**src/rtl/alu_op_issue.sv**
```systemverilog
// ---------------------------------------------------------------------------
// alu_op_issue
//
// Issue stage between instruction fetch and the ALU of the single-cycle
// RV32I datapath. Each accepted instruction word is decoded into the control
// bundle the ALU consumes (func code, operand selects, immediate, branch
// flags) and is held in a registered buffer until the consumer takes it.
//
// Handshake (both sides): a transfer happens on a rising edge where
// valid & ready are both high. A producer holding valid keeps its payload
// stable until the transfer; ready may be asserted with or without valid.
//
// Parameters:
//   SKID      - 1: main + skid entries, in_ready is purely registered state
//               (full throughput, no out_ready -> in_ready path).
//               0: single entry, in_ready = ~out_valid | out_ready.
//   STRICT_F7 - 1: non-listed funct7 / imm[11:5] values are illegal.
//               0: only instr[30] selects between the base and alternate op.
//
// Ports:
//   clk, rst          - rising-edge clock, synchronous active-high reset
//   flush             - drop every buffered entry (and any same-cycle accept)
//   in_valid/in_ready - instruction handshake, payload in_instr / in_pc
//   out_valid/out_ready - decoded entry handshake
//   out_func          - ALU op code (ADD=0 .. BLTU=13)
//   out_br_inv        - invert the ALU compare result (BNE/BGE/BGEU)
//   out_is_branch     - conditional branch
//   out_a_sel         - operand A: 0 rs1, 1 pc, 2 zero
//   out_b_sel         - operand B: 0 rs2, 1 imm
//   out_imm           - sign-extended immediate
//   out_pc            - PC of the instruction
//   out_illegal       - undecodable instruction (all controls forced to 0)
// ---------------------------------------------------------------------------
module alu_op_issue #(
    parameter int SKID      = 1,
    parameter int STRICT_F7 = 1
) (
    input  logic        clk,
    input  logic        rst,
    input  logic        flush,
    input  logic        in_valid,
    output logic        in_ready,
    input  logic [31:0] in_instr,
    input  logic [31:0] in_pc,
    output logic        out_valid,
    input  logic        out_ready,
    output logic [3:0]  out_func,
    output logic        out_br_inv,
    output logic        out_is_branch,
    output logic [1:0]  out_a_sel,
    output logic        out_b_sel,
    output logic [31:0] out_imm,
    output logic [31:0] out_pc,
    output logic        out_illegal
);

    // ALU function codes
    localparam logic [3:0] ALU_ADD      = 4'd0;
    localparam logic [3:0] ALU_SUB      = 4'd1;
    localparam logic [3:0] ALU_SLL      = 4'd2;
    localparam logic [3:0] ALU_SLT      = 4'd3;
    localparam logic [3:0] ALU_SLTU     = 4'd4;
    localparam logic [3:0] ALU_XOR      = 4'd5;
    localparam logic [3:0] ALU_SRL      = 4'd6;
    localparam logic [3:0] ALU_SRA      = 4'd7;
    localparam logic [3:0] ALU_OR       = 4'd8;
    localparam logic [3:0] ALU_AND      = 4'd9;
    localparam logic [3:0] ALU_ADD_JALR = 4'd10;
    localparam logic [3:0] ALU_BEQ      = 4'd11;
    localparam logic [3:0] ALU_BLT      = 4'd12;
    localparam logic [3:0] ALU_BLTU     = 4'd13;

    // Operand A selects
    localparam logic [1:0] A_RS1  = 2'd0;
    localparam logic [1:0] A_PC   = 2'd1;
    localparam logic [1:0] A_ZERO = 2'd2;

    // Opcodes
    localparam logic [6:0] OPC_OP     = 7'b0110011;
    localparam logic [6:0] OPC_OP_IMM = 7'b0010011;
    localparam logic [6:0] OPC_LOAD   = 7'b0000011;
    localparam logic [6:0] OPC_STORE  = 7'b0100011;
    localparam logic [6:0] OPC_LUI    = 7'b0110111;
    localparam logic [6:0] OPC_AUIPC  = 7'b0010111;
    localparam logic [6:0] OPC_JAL    = 7'b1101111;
    localparam logic [6:0] OPC_JALR   = 7'b1100111;
    localparam logic [6:0] OPC_BRANCH = 7'b1100011;

    localparam bit STRICT  = (STRICT_F7 != 0);
    localparam bit USE_SKID = (SKID != 0);

    // One buffered entry: the decoded control bundle plus its PC.
    typedef struct packed {
        logic [3:0]  func;
        logic        br_inv;
        logic        is_branch;
        logic [1:0]  a_sel;
        logic        b_sel;
        logic [31:0] imm;
        logic [31:0] pc;
        logic        illegal;
    } entry_t;

    // ------------------------------------------------------------------
    // Combinational decode of in_instr
    // ------------------------------------------------------------------
    logic [6:0]  opcode;
    logic [2:0]  f3;
    logic [6:0]  f7;
    logic [31:0] imm_i, imm_s, imm_b, imm_u, imm_j;
    logic        f7_base;   // f7 / imm[11:5] == 0x00
    logic        f7_alt;    // f7 / imm[11:5] == 0x20
    logic        f7_pick;   // choose the alternate op (SUB / SRA)
    logic        f7_bad;    // neither listed value, only matters when strict

    assign opcode = in_instr[6:0];
    assign f3     = in_instr[14:12];
    assign f7     = in_instr[31:25];

    assign imm_i = {{20{in_instr[31]}}, in_instr[31:20]};
    assign imm_s = {{20{in_instr[31]}}, in_instr[31:25], in_instr[11:7]};
    assign imm_b = {{19{in_instr[31]}}, in_instr[31], in_instr[7],
                    in_instr[30:25], in_instr[11:8], 1'b0};
    assign imm_u = {in_instr[31:12], 12'b0};
    assign imm_j = {{11{in_instr[31]}}, in_instr[31], in_instr[19:12],
                    in_instr[20], in_instr[30:21], 1'b0};

    assign f7_base = (f7 == 7'h00);
    assign f7_alt  = (f7 == 7'h20);
    assign f7_pick = STRICT ? f7_alt : in_instr[30];
    assign f7_bad  = STRICT & ~(f7_base | f7_alt);

    // Base funct3 mapping shared by OP and OP-IMM; the alternate ops
    // (SUB, SRA) are patched in by the caller.
    function automatic logic [3:0] f3_to_func(input logic [2:0] f);
        logic [3:0] r;
        case (f)
            3'b000:  r = ALU_ADD;
            3'b001:  r = ALU_SLL;
            3'b010:  r = ALU_SLT;
            3'b011:  r = ALU_SLTU;
            3'b100:  r = ALU_XOR;
            3'b101:  r = ALU_SRL;
            3'b110:  r = ALU_OR;
            default: r = ALU_AND;
        endcase
        return r;
    endfunction

    entry_t dec;

    always_comb begin
        dec           = '0;
        dec.func      = ALU_ADD;
        dec.a_sel     = A_RS1;
        dec.pc        = in_pc;

        case (opcode)
            OPC_OP: begin
                dec.func = f3_to_func(f3);
                case (f3)
                    3'b000: begin
                        dec.func    = f7_pick ? ALU_SUB : ALU_ADD;
                        dec.illegal = f7_bad;
                    end
                    3'b101: begin
                        dec.func    = f7_pick ? ALU_SRA : ALU_SRL;
                        dec.illegal = f7_bad;
                    end
                    default: dec.illegal = STRICT & ~f7_base;
                endcase
            end

            OPC_OP_IMM: begin
                // f3 000 is always ADDI: bit 30 is just an immediate bit here.
                dec.func  = f3_to_func(f3);
                dec.b_sel = 1'b1;
                dec.imm   = imm_i;
                case (f3)
                    3'b001: dec.illegal = STRICT & ~f7_base;
                    3'b101: begin
                        dec.func    = f7_pick ? ALU_SRA : ALU_SRL;
                        dec.illegal = f7_bad;
                    end
                    default: dec.illegal = 1'b0;
                endcase
            end

            OPC_LOAD: begin
                dec.b_sel = 1'b1;
                dec.imm   = imm_i;
            end

            OPC_STORE: begin
                dec.b_sel = 1'b1;
                dec.imm   = imm_s;
            end

            OPC_LUI: begin
                dec.a_sel = A_ZERO;
                dec.b_sel = 1'b1;
                dec.imm   = imm_u;
            end

            OPC_AUIPC: begin
                dec.a_sel = A_PC;
                dec.b_sel = 1'b1;
                dec.imm   = imm_u;
            end

            OPC_JAL: begin
                dec.a_sel = A_PC;
                dec.b_sel = 1'b1;
                dec.imm   = imm_j;
            end

            OPC_JALR: begin
                dec.func    = ALU_ADD_JALR;
                dec.b_sel   = 1'b1;
                dec.imm     = imm_i;
                dec.illegal = (f3 != 3'b000);
            end

            OPC_BRANCH: begin
                // ALU compares rs1/rs2; the target adder takes imm separately.
                dec.is_branch = 1'b1;
                dec.imm       = imm_b;
                dec.br_inv    = f3[0];
                case (f3[2:1])
                    2'b00:   dec.func = ALU_BEQ;
                    2'b10:   dec.func = ALU_BLT;
                    2'b11:   dec.func = ALU_BLTU;
                    default: dec.illegal = 1'b1;   // f3 010 / 011
                endcase
            end

            default: dec.illegal = 1'b1;
        endcase

        // Illegal words travel with a clean, inert control bundle.
        if (dec.illegal) begin
            dec.func      = ALU_ADD;
            dec.br_inv    = 1'b0;
            dec.is_branch = 1'b0;
            dec.a_sel     = A_RS1;
            dec.b_sel     = 1'b0;
            dec.imm       = '0;
        end
    end

    // ------------------------------------------------------------------
    // Output buffer: main entry drives the outputs, skid catches the word
    // accepted while main is stalled.
    // ------------------------------------------------------------------
    entry_t main_q, skid_q;
    logic   main_valid, skid_valid;
    logic   accept, pop;

    // in_ready depends only on registers (and rst) in skid mode, so no
    // combinational path runs from out_ready back to the producer.
    always_comb begin
        if (USE_SKID) in_ready = ~skid_valid & ~rst;
        else          in_ready = (~main_valid | out_ready) & ~rst;
    end

    assign accept = in_valid & in_ready;
    assign pop    = main_valid & out_ready;

    always_ff @(posedge clk) begin
        if (rst) begin
            main_valid <= 1'b0;
            skid_valid <= 1'b0;
            main_q     <= '0;
            skid_q     <= '0;
        end else if (flush) begin
            // Flush wins over push and pop; stale data may remain but is
            // never visible because out_valid is low.
            main_valid <= 1'b0;
            skid_valid <= 1'b0;
        end else if (USE_SKID) begin
            if (pop) begin
                if (skid_valid) begin
                    // in_ready is low while skid is full, so no accept here.
                    main_q     <= skid_q;
                    skid_valid <= 1'b0;
                end else if (accept) begin
                    main_q <= dec;
                end else begin
                    main_valid <= 1'b0;
                end
            end else if (accept) begin
                if (!main_valid) begin
                    main_q     <= dec;
                    main_valid <= 1'b1;
                end else begin
                    skid_q     <= dec;
                    skid_valid <= 1'b1;
                end
            end
        end else begin
            if (accept) begin
                main_q     <= dec;
                main_valid <= 1'b1;
            end else if (pop) begin
                main_valid <= 1'b0;
            end
        end
    end

    assign out_valid     = main_valid;
    assign out_func      = main_q.func;
    assign out_br_inv    = main_q.br_inv;
    assign out_is_branch = main_q.is_branch;
    assign out_a_sel     = main_q.a_sel;
    assign out_b_sel     = main_q.b_sel;
    assign out_imm       = main_q.imm;
    assign out_pc        = main_q.pc;
    assign out_illegal   = main_q.illegal;

endmodule

```
**config.mk**
```make
export PLATFORM = sky130hd
export DESIGN_NAME = alu_op_issue
export DESIGN_NICKNAME = d
export VERILOG_FILES = /design/src/rtl/alu_op_issue.sv
export SDC_FILE = /design/constraint.sdc
export NUM_CORES = 1
export LEC_CHECK = 0
export ABC_AREA = 1
export BUFFER_PORTS_ARGS = -buffer_cell sky130_fd_sc_hd__buf_2
export CORE_MARGIN = 1
export CORE_UTILIZATION = 45
export DETAILED_ROUTE_END_ITERATION = 8
export GPL_TIMING_DRIVEN = 0
export PLACE_DENSITY = 0.68
export SYNTH_ARGS = -nofsm -noshare
export SYNTH_HDL_FRONTEND = slang
export SYNTH_SLANG_ARGS = --single-unit
```
**constraint.sdc**
```tcl
create_clock -name clk -period 2.05 [get_ports clk]
set_input_delay 0.5125 -clock clk [delete_from_list [all_inputs] [get_ports clk]]
set_output_delay 0.5125 -clock clk [all_outputs]
set_load 0.01 [all_outputs]
```
==> impl_results.md, run 1 <==
- Vertical die dimension: 124 um
- Power density over cell area: around 820 nW/um2
- Post-placement setup slack: -0.327 ns
- Routed len/inst: between 15 and 20 um
- Syn_area_per_cell: roughly 7 um2
- Hold_ws: around 0.33 ns
- CP Data Arrival Time: between 2 and 2.5 ns
- Ant. Diodes: 0
- TritonCTS clock tree: yes
- Largest net degree at the start of global routing: 17
- Number of remaining DRC errors: 0
- Share of layout cells above drive strength 1: 0.196
- Via Count: 7257
- Register Area: approximately 3000 um2
- Multi-input logic area: 3260 um2
- Origin of the critical flop-to-flop path: out_valid
- Reported max-cap violation count: 0
- Width of the die: about 120 um
- Max-slew violation count: 0
- Post-layout minimum cycle time: 1.89 ns
- Origin of the worst setup path: out_valid
- Ratio of final minimum period to clock period: 0.921
- Kind of end point of the critical path: flop
- Cell count after placement: about 1.3k
- Non-Filler Instances: 1312
- Number of fill cells: 1417
- Top Ports: around 150
- Number of hold-slack violations in the final timing report: 0
- Number of global-route vias before repair: slightly below 7k
- Net count after synthesis: about 1k
- CP Data Required Time: around 2.3 ns
- Depth of the worst hold-timing path: 3
- Yosys synthesis warning count: 0
- PortBufs: 143
- Clk Latency, worst-skew pair: between 0.4 and 0.5 ns
- Static leakage power: roughly 0.0039 uW
- Core region area: 14600 um2
- First-pass iteration count of the detailed router: 5
- Final RePlAce weighted congestion: around 0.91
- Netlist cell types: 32
- Starting utilization of the core area: 0.462
- Mean number of vias per cell: 5.53
- Worst-case hold path end point: skid_q[10]
- Final setup fails: 0
- Post-synthesis to final-layout area growth: 23.9%
- Post-layout total power: around 6900 uW
- H-tree levels: 4
- Number of antenna violations at the first check in global routing: 0
- Final worst clock skew: roughly 0.0076 ns
- Synthesized flop and latch total: 150
- Detailed placement HPWL: between 15 and 20 mm
- Remaining antenna violation count after routing: 0
- Setup crit start kind: flop
- Worst supply voltage drop on vdd: between 0.5 and 0.6 mV
- RSZ-0062 raised after global routing: false
- Number of core rows: 44
- First-pass GRT wire length: approximately 35 mm
- Synthesized cell area: slightly below 7000 um2
- Global routing usage summed across all routing layers: 0.279
- Sequential cell area fraction in the yosys report: 0.445
- Gate count of the mapped netlist: between 900 and 1k
- Biggest fanout along the worst timing path: 10
- Critical Setup Path Class: reg2reg
- Path type of the worst min-delay path: in2reg
- Relative max-transition margin: 0.608
- Buffer levels on the longest clock path: 2
- Status: finished, final reports clean
- Root buffer cell: clkbuf_16
- Hold path startpoint: in_pc[9]
- Achievable Freq: between 0.5 and 0.6 GHz
- Number of nets in the layout: 1190
- Cts bufs inserted: 17
- Reg-to-reg setup timing slack: around 0.16 ns
- TritonCTS sink count: 150
- Final core utilization: 0.573
- R2r endpoint: out_imm[23]
- Total Die Area: approximately 15000 um2
- Total wire length after detailed routing: ~22 mm
- Pin slew with the least headroom to its limit: slightly below 0.6 ns
- Detailed router's first-iteration violation count: between 700 and 800
- Aggregate global routing overflow: 0
- Reg2Reg Depth: 9
- Post-layout worst setup margin: about 0.16 ns
- Clock-pin slew on the worst setup and hold paths: roughly 0.06 ns
==> how the worst max path moves through the flow <==
stage | to | slack [ns]
2_1_floorplan | out_pc[12] | 0.26
3_3_place_gp | out_imm[23] | -0.34
3_5_place_dp | out_imm[23] | -0.33
4_1_cts | out_imm[23] | 0.03
5_1_grt | out_imm[4] | 0.01
6_report | out_imm[23] | 0.16
==> power by group <==
group / switching, uW / internal (uW)
Clock: 1250 / 2030
Combinational: 353 / 204
Sequential: 42.6 / 3000
==> Yosys cell counts, drive strengths merged <==
cell	count	area, um2
a31oi	34	213
nor4	1	6.26
inv	39	149
nand3	56	303
nor2	97	384
nand2	189	714
or2	1	6.26
clkbuf	51	193
a211o	1	8.76
o211ai	3	22.5
ha	5	62.6
o22a	1	8.76
o21ai	152	761
dfxtp	150	3000
nand4	12	75.1
nor3	2	21.3
a211oi	1	7.51
buf	23	138
clkinv	2	7.51
a21oi	132	661
==> critical path, cell delays in order (launching register included) <==
cell and delay, ns:
dfxtp_1 0.35, nand2_1 0.07, inv_1 0.04, nand2_1 0.13, nand2_1 0.12, nand3_4 0.14, clkinvlp_4 0.21, clkbuf_4 0.24
o21ai_0 0.32, a21oi_1 0.13
==> state kept, by name, indices dropped and copies added (netlist names) <==
signal	flops
skid_valid	1
out_pc	32
out_is_branch	1
out_br_inv	1
out_valid	1
out_a_sel	2
out_b_sel	1
out_func	4
out_imm	32
out_illegal	1
skid_q	74
==> timing repair <==
item,4_1_cts,5_1_grt
hold buffers,0,0
setup endpoints to repair,1,66
hold endpoints to repair,0,0
pin swaps,0,0
gates resized for setup,2,20
buffers inserted,0,2
==> cells in the final DEF, fill, tap and decap left out, types with 5 or more instances in the layout <==
cell type	n
ha_1	5
nand4_1	12
a31oi_1	34
nand2_1	187
clkbuf_1	42
nand3_1	53
buf_4	7
o21ai_0	152
dfxtp_1	150
a21oi_1	132
clkbuf_2	9
nor2_1	93
clkbuf_16	17
inv_1	34
buf_2	152
==> area by class of cell <==
type                    count  area share
inverters                  41      0.0192
multi-input cells         687       0.390
repair buffers            145      0.0889
plain buffers              74      0.0418
clock inverters            13      0.0217
flip-flops and latches    150       0.359
well taps                 184      0.0275
clock buffers              18      0.0513
==> logic make-up (layout without fill, tap and decap cells) <==
| logic type | after synthesis | after routing | share of synthesized area |
|---|---|---|---|
| AOI/OAI and AO/OA | 324 | 324 | 0.249 |
| adders and majority gates | 5 | 5 | 0.00928 |
| buffers and inverters | 115 | 291 | 0.0722 |
| DFF | 150 | 150 | 0.445 |
| and+or+nand+nor | 358 | 358 | 0.224 |
==> per-stage QoR <==
step | setup TNS, ns | instance area, um2
detailed placement | -17.50 | 7690
CTS | 0 | 8300
global placement | -16.98 | 7690
global route | 0 | 8360
finish | 0 | 8360
floorplan | 0 | 6740
==> layer usage <==
layer / GRT usage / part of all wire / up-vias
met5: 0 / 0 / -
met4: 0.0666 / 0.010 / 0
met3: 0.0649 / 0.081 / 26
met2: 0.443 / 0.46 / 289
met1: 0.381 / 0.45 / 3375
li1: - / - / 3567
Power figures use the tool's default switching activity.
==> run 2: changes to the inputs <==
--- a/config.mk
+++ b/config.mk
@@ -11,7 +11,8 @@
 export CORE_UTILIZATION = 45
 export DETAILED_ROUTE_END_ITERATION = 8
 export GPL_TIMING_DRIVEN = 0
-export PLACE_DENSITY = 0.68
+export PLACE_DENSITY = 0.7
+export SETUP_SLACK_MARGIN = 0.3
 export SYNTH_ARGS = -nofsm -noshare
 export SYNTH_HDL_FRONTEND = slang
 export SYNTH_SLANG_ARGS = --single-unit
==> run 2 against run 1 <==
Net effect:
- clock-buffer cell count is 1 higher
- critical endpoint is now skid_q[65]
- sequential share of layout area down 0.41 points
- non-clock buffer count is 2 higher
- critical path type is now in2reg
- largest power group is now registers
- cell area grew 1.2%
- core utilization rose by 0.66 points
- via count fell by 0.21%
- fmax is 10% higher
- critical path depth rose by 4
- wire length up 0.44%
==> impl_results.md, run 2 (synthesized netlist as in run 1, its figures left out) <==
- Status: finished, final reports clean (unchanged)
- Largest register by flop count: skid_q (unchanged)
- Final worst clock skew: 0.00878 ns (was 0.00761 ns)
- Core region area: 14600 um2 (unchanged)
- Flip-flop count of the largest register after layout: 74 (unchanged)
- Achievable Freq: 0.583 GHz (was 0.530 GHz)
- Post-layout total power: 6520 uW (was 6870 uW)
- Total cell area at the placement stage: 7700 um2 (was 7690 um2)
- Global routing usage summed across all routing layers: 0.279 (about the same)
- Crit path capture: skid_q[65] (was out_imm[23])
- Hold_ws: 0.324 ns (was 0.329 ns)
- Mean number of vias per cell: 5.50 (was 5.53)
- Total Die Area: 15500 um2 (unchanged)
- Critical path, cell by cell: buf_2 -> inv_1 -> nand3_1 -> nor2_4 -> nand2_1 -> nand2_1 -> nand2_1 -> nand2_1 -> nand3_4 -> inv_8 -> buf_4 -> nand2_1 -> a21oi_1 (was nand2_1 -> inv_1 -> nand2_1 -> nand2_1 -> nand3_4 -> clkinvlp_4 -> clkbuf_4 -> o21ai_0 -> a21oi_1)
- Post-layout minimum cycle time: 1.71 ns (was 1.89 ns)
- Number of buffers inserted for hold repair after clock tree synthesis: 0 (unchanged)
- Reg2Reg Depth: 7 (was 9)
- Root buffer cell: clkbuf_16 (unchanged)
- Commonest cells after routing, fill and taps aside: 181 x nand2_1, 151 x buf_2, 151 x o21ai_0 (was 187 x nand2_1, 152 x buf_2, 152 x o21ai_0)
- Final setup fails: 0 (unchanged)
- Ratio of final minimum period to clock period: 0.836 (was 0.921)
- Detailed placement HPWL: 15.0 mm (was 15.3 mm)
- Power density over cell area: 771 nW/um2 (was 822 nW/um2)
- Clock-pin slew on the worst setup and hold paths: 0.06 ns (about the same)
- Register Area: 3000 um2 (unchanged)
- Worst path most repeated cell: nand2_1 (unchanged)
- Reported max-cap violation count: 0 (unchanged)
- Biggest fanout along the worst timing path: 10 (unchanged)
- Met1 usage: 0.386 (was 0.381)
- Path type of the worst min-delay path: in2reg (unchanged)
- Number of core rows: 44 (unchanged)
- Worst supply voltage drop on vdd: 0.693 mV (was 0.567 mV)
- Most crowded layer after global routing: met2 (unchanged)
- Origin of the critical flop-to-flop path: skid_valid (was out_valid)
- CP Data Required Time: 2.40 ns (was 2.33 ns)
- Master of the slowest instance on the critical path: buf_4 (was dfxtp_1)
- Origin of the worst setup path: in_instr[29] (was out_valid)
- Detailed router's first-iteration violation count: 793 (was 723)
- Top Ports: 145 (unchanged)
- Number of remaining DRC errors: 0 (unchanged)
- Clk Latency, worst-skew pair: 0.43 ns (about the same)
- Remaining antenna violation count after routing: 0 (unchanged)
- CP Data Arrival Time: 2.06 ns (was 2.17 ns)
- TritonCTS clock tree: yes (unchanged)
- Buffer levels on the longest clock path: 2 (unchanged)
- Global routing usage on met3: 0.0662 (was 0.0649)
- First-pass iteration count of the detailed router: 5 (unchanged)
- Fraction of met2 tracks used by global routing: 0.430 (was 0.443)
- Vertical die dimension: 124 um (unchanged)
- Starting utilization of the core area: 0.462 (unchanged)
- H-tree levels: 4 (unchanged)
- Static leakage power: 0.00397 uW (was 0.00389 uW)
- TritonCTS sink count: 150 (unchanged)
- Final RePlAce weighted congestion: 0.902 (was 0.909)
- Relative max-transition margin: 0.623 (was 0.608)
- Via Count: 7242 (was 7257)
- Most frequent standard cell in the layout excluding fill and tap cells: nand2_1 (unchanged)
- Number of nets in the layout: 1193 (was 1190)
- Reg-to-reg setup timing slack: 0.40 ns (was 0.16 ns)
- Setup crit start kind: primary input (was flop)
- Kind of end point of the critical path: flop (unchanged)
- Max-slew violation count: 0 (unchanged)
- Number of fill cells: 1393 (was 1417)
- Pin slew with the least headroom to its limit: 0.566 ns (was 0.588 ns)
- Ant. Diodes: 0 (unchanged)
- Routed len/inst: 16.5 um (was 16.4 um)
- Share of layout cells above drive strength 1: 0.239 (was 0.196)
- Aggregate global routing overflow: 0 (unchanged)
- First-pass GRT wire length: 34.5 mm (about the same)
- Number of antenna violations at the first check in global routing: 0 (unchanged)
- Total wire length after detailed routing: 21.7 mm (was 21.6 mm)
- Multi-input logic area: 3320 um2 (was 3260 um2)
- Largest net degree at the start of global routing: 17 (unchanged)
- Delay of the slowest cell on the worst path: 0.19 ns (was 0.35 ns)
- Width of the die: 124 um (unchanged)
- Critical Setup Path Class: in2reg (was reg2reg)
- Number of global-route vias before repair: 6770 (was 6740)
- R2r endpoint: skid_q[31] (was out_imm[23])
- Post-synthesis to final-layout area growth: 25.4% (was 23.9%)
- Post-layout instance area: 8450 um2 (was 8360 um2)
- Cts bufs inserted: 17 (unchanged)
- RSZ-0062 raised after global routing: true (was false)
- PortBufs: 143 (unchanged)
- Number of hold-slack violations in the final timing report: 0 (unchanged)
## run 2: cell types whose count changed in the layout (fill, tap and decap cells not counted), sizes merged
cell	change
buf	+2
clkinvlp	+1
clkbuf	+1
clkinv	+2
bufinv	-3
inv	+1
## run 2: power by group
group | switching [uW] | total (uW) | leakage, uW | internal (uW)
Clock | 1250 | 2910 | 0.000263 | 1660
Sequential | 43.5 | 3040 | 0.00122 | 3000
Combinational | 360 | 570 | 0.00249 | 210
## run 2: through the flow
stage,util,setup TNS (ns),cells,worst slack [ns]
finish,0.580,0,1316,0.336
CTS,0.567,0,1311,0.301
global placement,0.528,-17.13,1279,-0.255
floorplan,-,0,952,0.305
global route,0.580,0,1316,0.258
detailed placement,0.528,-17.90,1279,-0.250
## run 2: worst min-delay path by stage
stage	to	from	slack [ns]	depth (start not counted)
finish	skid_q[7]	in_pc[6]	0.32	3
global route	out_valid	flush	0.33	2
CTS	skid_q[12]	in_pc[11]	0.32	3
detailed placement	skid_q[68]	skid_q[68]	0.45	2
global placement	skid_q[68]	skid_q[68]	0.45	2
floorplan	skid_q[68]	skid_q[68]	0.44	2
## run 2: layout make-up
type / instances / share of cell area
clock inverter: 13 / 0.0129
buffer: 74 / 0.0508
tap: 184 / 0.0272
multi-input combinational: 687 / 0.392
inverter: 41 / 0.0201
sequential: 150 / 0.355
clock buffer: 19 / 0.0512
timing repair buffer: 147 / 0.0897
timing repair inverter: 1 / 0.000740
## run 2: repair_timing
item	in CTS	in global routing
cloned	0	1
setup endpoints to repair	81	143
pin swaps	0	6
setup buffers	0	4
resized for setup	22	90
## run 2: metal layers
metal / up-vias / part of all wire
li1: 3560 / -
met1: 3330 / 0.44
met2: 318 / 0.45
met3: 34 / 0.088
met4: 0 / 0.017
met5: - / 0
## run 2: worst max-delay path, delay by kind of cell
| family | cells | cell delay, ns |
|---|---|---|
| buffers and inverters | 4 | 0.54 |
| AO/OA/AOI/OAI | 1 | 0.16 |
| AND/OR/NAND/NOR | 8 | 0.81 |
